==> config.mk <==
export PLATFORM = sky130hd
export DESIGN_NAME = alu_adder
export DESIGN_NICKNAME = d
export VERILOG_FILES = /design/src/rtl/alu_adder.sv
export SDC_FILE = /design/constraint.sdc
export NUM_CORES = 1
export LEC_CHECK = 0
export CAP_MARGIN = 20
export CORE_MARGIN = 3
export CORE_UTILIZATION = 30
export DETAILED_ROUTE_END_ITERATION = 10
export PLACE_DENSITY = 0.7
export SLEW_MARGIN = 10
export SYNTH_ARGS = -nofsm -noshare
export SYNTH_HDL_FRONTEND = slang
export SYNTH_SLANG_ARGS = --single-unit
==> constraint.sdc <==
create_clock -name clk -period 5.6 [get_ports clk]
set_clock_uncertainty 0.15 [all_clocks]
set_input_delay 0.84 -clock clk [delete_from_list [all_inputs] [get_ports clk]]
set_output_delay 0.84 -clock clk [all_outputs]
set_load 0.01 [all_outputs]
==> src/rtl/alu_adder.sv <==
// alu_adder: registered two-operand adder with carry, overflow, zero and negative flags.
// The sum is built from 4-bit carry-lookahead groups. Carries ripple between groups,
// so the slowest path is one lookahead term per group plus the final XOR.
module alu_adder #(
  parameter int WIDTH = 32
) (
  output logic [WIDTH-1:0] r1,
  input  logic [WIDTH-1:0] r2,
  input  logic [WIDTH-1:0] r3,
  input  logic             clk,
  input  logic             rst,
  output logic             cout,
  output logic             ovf,
  output logic             zero,
  output logic             neg
);

  // WIDTH must be a multiple of 4 and at least 4. The group count below truncates otherwise.
  localparam int GROUPS = WIDTH / 4;

  // Per-bit propagate and generate terms.
  logic [WIDTH-1:0] p;
  logic [WIDTH-1:0] g;

  // carry_vec[i] is the carry into bit i. carry_vec[WIDTH] is the carry out of the MSB.
  logic [WIDTH:0]   carry_vec;

  // Carry out of each 4-bit group. group_carry[0] is the constant carry-in.
  logic [GROUPS:0]  group_carry;

  // Combinational next-state values for the output register set.
  logic [WIDTH-1:0] sum_next;
  logic             cout_next;
  logic             ovf_next;
  logic             zero_next;
  logic             neg_next;

  // Output register set. This is the only state in the block.
  logic [WIDTH-1:0] r1_reg;
  logic             cout_reg;
  logic             ovf_reg;
  logic             zero_reg;
  logic             neg_reg;

  // Propagate and generate for every bit, one 4-bit group per generate iteration.
  generate
    for (genvar gi = 0; gi < GROUPS; gi++) begin : g_pg
      assign p[4*gi +: 4] = r2[4*gi +: 4] ^ r3[4*gi +: 4];
      assign g[4*gi +: 4] = r2[4*gi +: 4] & r3[4*gi +: 4];
    end
  endgenerate

  // Lookahead carries inside each group. The group carry-out ripples into the next group.
  // This is written as one sequential loop so the ripple chain has no feedback
  // through a shared vector.
  always_comb begin
    logic       cin;
    logic [3:0] gp;
    logic [3:0] gg;
    carry_vec   = '0;
    group_carry = '0;
    cin         = 1'b0;
    gp          = '0;
    gg          = '0;
    for (int k = 0; k < GROUPS; k++) begin
      gp = p[4*k +: 4];
      gg = g[4*k +: 4];
      group_carry[k]     = cin;
      carry_vec[4*k]     = cin;
      // c1
      carry_vec[4*k + 1] = gg[0]
                         | (gp[0] & cin);
      // c2
      carry_vec[4*k + 2] = gg[1]
                         | (gp[1] & gg[0])
                         | (gp[1] & gp[0] & cin);
      // c3
      carry_vec[4*k + 3] = gg[2]
                         | (gp[2] & gg[1])
                         | (gp[2] & gp[1] & gg[0])
                         | (gp[2] & gp[1] & gp[0] & cin);
      // c4 is the group carry-out.
      cin                = gg[3]
                         | (gp[3] & gg[2])
                         | (gp[3] & gp[2] & gg[1])
                         | (gp[3] & gp[2] & gp[1] & gg[0])
                         | (gp[3] & gp[2] & gp[1] & gp[0] & cin);
      group_carry[k + 1] = cin;
    end
    carry_vec[WIDTH] = cin;
  end

  // Sum and flags computed from the lookahead carries, ahead of the register.
  always_comb begin
    sum_next  = p ^ carry_vec[WIDTH-1:0];
    cout_next = carry_vec[WIDTH];
    // Signed overflow: the carry into the MSB differs from the carry out of the MSB.
    ovf_next  = carry_vec[WIDTH] ^ carry_vec[WIDTH-1];
    zero_next = ~|sum_next;
    neg_next  = sum_next[WIDTH-1];
  end

  // Register the sum and flags on every edge. Reset wins and loads a consistent zero result.
  always_ff @(posedge clk) begin
    if (rst) begin
      r1_reg   <= '0;
      cout_reg <= 1'b0;
      ovf_reg  <= 1'b0;
      zero_reg <= 1'b1;
      neg_reg  <= 1'b0;
    end else begin
      r1_reg   <= sum_next;
      cout_reg <= cout_next;
      ovf_reg  <= ovf_next;
      zero_reg <= zero_next;
      neg_reg  <= neg_next;
    end
  end

  assign r1   = r1_reg;
  assign cout = cout_reg;
  assign ovf  = ovf_reg;
  assign zero = zero_reg;
  assign neg  = neg_reg;

  // The per-group carry vector is kept for debug visibility. This sink keeps lint quiet.
  logic unused_group_carry;
  assign unused_group_carry = ^group_carry;

endmodule

==> run metrics <==
outcome finished clean; clock transition at the registers of the reported paths 0.07 ns; met3 track demand over resource 2.58%; final worst path period share 83.1%; hold buffer count at CTS 0; GRT overflow 0; maximum fanout encountered on the critical timing path 5; number of instances on the worst hold path 3; routability congestion estimate from global placement 0.774; Root Buffer Master sky130_fd_sc_hd__clkbuf_8; Max IR drop VDD 0.101 mV; Die Y-Extent about 96 um; Critical Path, Cell by Cell clkdlybuf4s50_1 -> ha_1 -> a21oi_1 -> o21ai_0 -> a2111o_1 -> a2111oi_2 -> nor3_2 -> o21ai_0 -> nand2b_1 -> fa_1 -> xnor2_1 -> nand4_1 -> nor3_1 -> nand4_1 -> nor4bb_1 -> a41o_1; core region area 7810 um^2; Mapped Avg Cell Area between 9 and 10 um^2; sequential fraction of the synthesis area 28.8%; share of Yosys cell area claimed by the top area cell type between 20% and 30%; highest clock frequency the design can meet 215 MHz; max reg flops 32; TritonCTS clock tree yes; Leakage Power around 1.5 nW; CP max-delay cell sky130_fd_sc_hd__a2111o_1; Post-Layout Cell Count approximately 460; iteration count of the initial detailed-routing pass 4; post-route worst hold slack 1.18 ns; maximum buffer depth of the clock tree 2; total design power roughly 0.86 mW; half-perimeter wire length after detailed placement 5660 um; Post-Syn Area 2430 um^2; GR Util met1 a little under a fifth; average via count per standard cell 4.75; number of levels the H-tree was split into 2; area of the die 9220 um^2; number of clock sinks seen by CTS 35; detailed-route wire length roughly 6500 um; Setup Viol. Count Final 0; remaining number of nets flagged by the antenna check after routing 0; arrival time of the worst setup path around 4.7 ns; Setup Fix Bufs, Post-CTS 0; count of unique library cells instantiated by Yosys 60; Hold Crit Class in2reg; Worst Hold Endpoint r1[0]$_SDFF_PP0_; Fin Setup TNS 0 ns; Synthesized Nets 364; Port Buffer Count 101; most heavily used metal layer in global routing met2; actual transition at the worst max-transition pin around 0.42 ns; Syn-to-layout area delta 49.8%; top area cells in the synthesized netlist sky130_fd_sc_hd__dfxtp_1 (29%), sky130_fd_sc_hd__ha_1 (16%), sky130_fd_sc_hd__fa_1 (6.6%); count of unresolved DRC violations after routing 0; max-cap viol count 0; pin count of the biggest net entering global routing 36; Die Wd around 96 um; setup repair after global routing missed its margin no; type of the setup path with the least slack in2reg; time the final worst path needs with I/O delays and setup 4.65 ns; critical path capture point type flop; total via count after detailed routing ~2200; Total Nets Final 467; detail-routed net length per standard cell 13.9 um; Slew Viols, Final 0; global-route track usage on met2 25.2%; site row count 32; Largest delay share family, worst path compound AO/OA/AOI/OAI gates; Most used DFF post-synth sky130_fd_sc_hd__dfxtp_1; cell count after placement between 400 and 500; combined global-route utilization of all metal layers 14.5%; cell taking the most area after synthesis sky130_fd_sc_hd__dfxtp_1; initial antenna violation count 0; number of synthesized register bits 35; startpoint of the most critical hold path r3[0]; proportion of register bits with asynchronous set or reset after synthesis 0%; boundary pin count around 100; commonest non-fill, non-tap cell in the layout sky130_fd_sc_hd__clkdlybuf4s50_1; startpoint type of the worst setup path primary input; count of yosys warnings during synthesis 0; number of synthesized flops with an enable pin 0; ant diodes 0; post-synthesis instance total 258; pwr dens 236 nW/um^2; number of endpoints with negative hold slack in the final report 0; Inserted Clock Buffers 5; Critical path buffers and inverters 1; most frequent cells in the layout sky130_fd_sc_hd__clkdlybuf4s50_1 (101), sky130_fd_sc_hd__dfxtp_1 (35), sky130_fd_sc_hd__ha_1 (32); Crit path required time 5.68 ns; DRC marker count from the first detailed-route iteration 51; peak per-stage delay on the critical path 0.41 ns; quantity of gates resized following cts 0; number of global-route vias before repair 2221; Max-Slew Margin vs Limit 71.9%; share of cells above drive strength 1 7.18%; wire length of the first global-routing pass 10400 um; initial core utilization 31.1%
[logic make-up after synthesis]
logic type                 Yosys count  synth area share, %
buffers and inverters               12                 3.04
adders and majority gates           40                 23.1
DFF                                 35                 28.8
xor gates and xnor gates            17                 6.12
and+or+nand+nor                     94                 20.7
AOI/OAI and AO/OA                   60                 18.3
[layer usage]
metal | up-vias | share of wire [%]
met5 | - | 0
met4 | 0 | 0.59
met3 | 3 | 4.6
met2 | 58 | 50
met1 | 1005 | 44
li1 | 1136 | -
[cells in the mapped netlist (2+ instances only)]
library cell,instances
sky130_fd_sc_hd__nand4_1,7
sky130_fd_sc_hd__o21ai_1,2
sky130_fd_sc_hd__and2_1,3
sky130_fd_sc_hd__a211oi_1,4
sky130_fd_sc_hd__fa_1,8
sky130_fd_sc_hd__nand2_1,11
sky130_fd_sc_hd__o211ai_1,2
sky130_fd_sc_hd__nor2b_1,9
sky130_fd_sc_hd__a31oi_1,2
sky130_fd_sc_hd__dfxtp_1,35
sky130_fd_sc_hd__xnor2_1,12
sky130_fd_sc_hd__a21boi_2,2
sky130_fd_sc_hd__o21bai_1,2
sky130_fd_sc_hd__o21ai_2,2
sky130_fd_sc_hd__a21oi_1,12
sky130_fd_sc_hd__and3_1,2
sky130_fd_sc_hd__or2_2,4
sky130_fd_sc_hd__xor2_1,5
sky130_fd_sc_hd__a21o_1,5
sky130_fd_sc_hd__nand3_1,3
sky130_fd_sc_hd__inv_1,6
sky130_fd_sc_hd__buf_1,2
sky130_fd_sc_hd__o21ai_0,10
sky130_fd_sc_hd__or3_1,2
sky130_fd_sc_hd__ha_1,32
sky130_fd_sc_hd__and4_1,2
sky130_fd_sc_hd__nor3_1,7
sky130_fd_sc_hd__nand2b_1,4
sky130_fd_sc_hd__nor2_1,30
[per-stage QoR]
step                      util (%)  worst slack (ns)  instance area [um^2]
after global placement        45.2             0.715                  3530
after global routing          46.7             0.473                  3640
after detailed placement      45.2             0.612                  3530
after floorplan                  -              1.47                  2430
final                         46.7             0.949                  3640
after CTS                     46.7             0.913                  3640
[worst max-delay path by stage]
stage          startpoint              end  slack, ns  cells past startpoint
5_1_grt            r2[17]  zero$_SDFF_PP1_       0.47                     16
4_1_cts            r2[17]  zero$_SDFF_PP1_       0.91                     16
3_5_place_dp       r2[17]  zero$_SDFF_PP1_       0.61                     16
3_3_place_gp       r2[17]  zero$_SDFF_PP1_       0.72                     16
6_report           r2[17]  zero$_SDFF_PP1_       0.95                     16
2_1_floorplan       r2[7]  zero$_SDFF_PP1_       1.47                     16
[area by class of cell]
type / count / area (um^2)
clock inverters: 3 / 47.5
clock buffers: 5 / 68.8
flip-flops and latches: 35 / 701
inverters: 6 / 22.5
fillers: 749 / 4170
repair buffers: 102 / 1020
well taps: 102 / 128
multi-input cells: 211 / 1660
[where the power goes]
group	switching (mW)	internal, mW
Clock	0.0967	0.135
Sequential	0.00976	0.281
Combinational	0.155	0.183
Note: power is estimated with default switching activity, not from simulation.
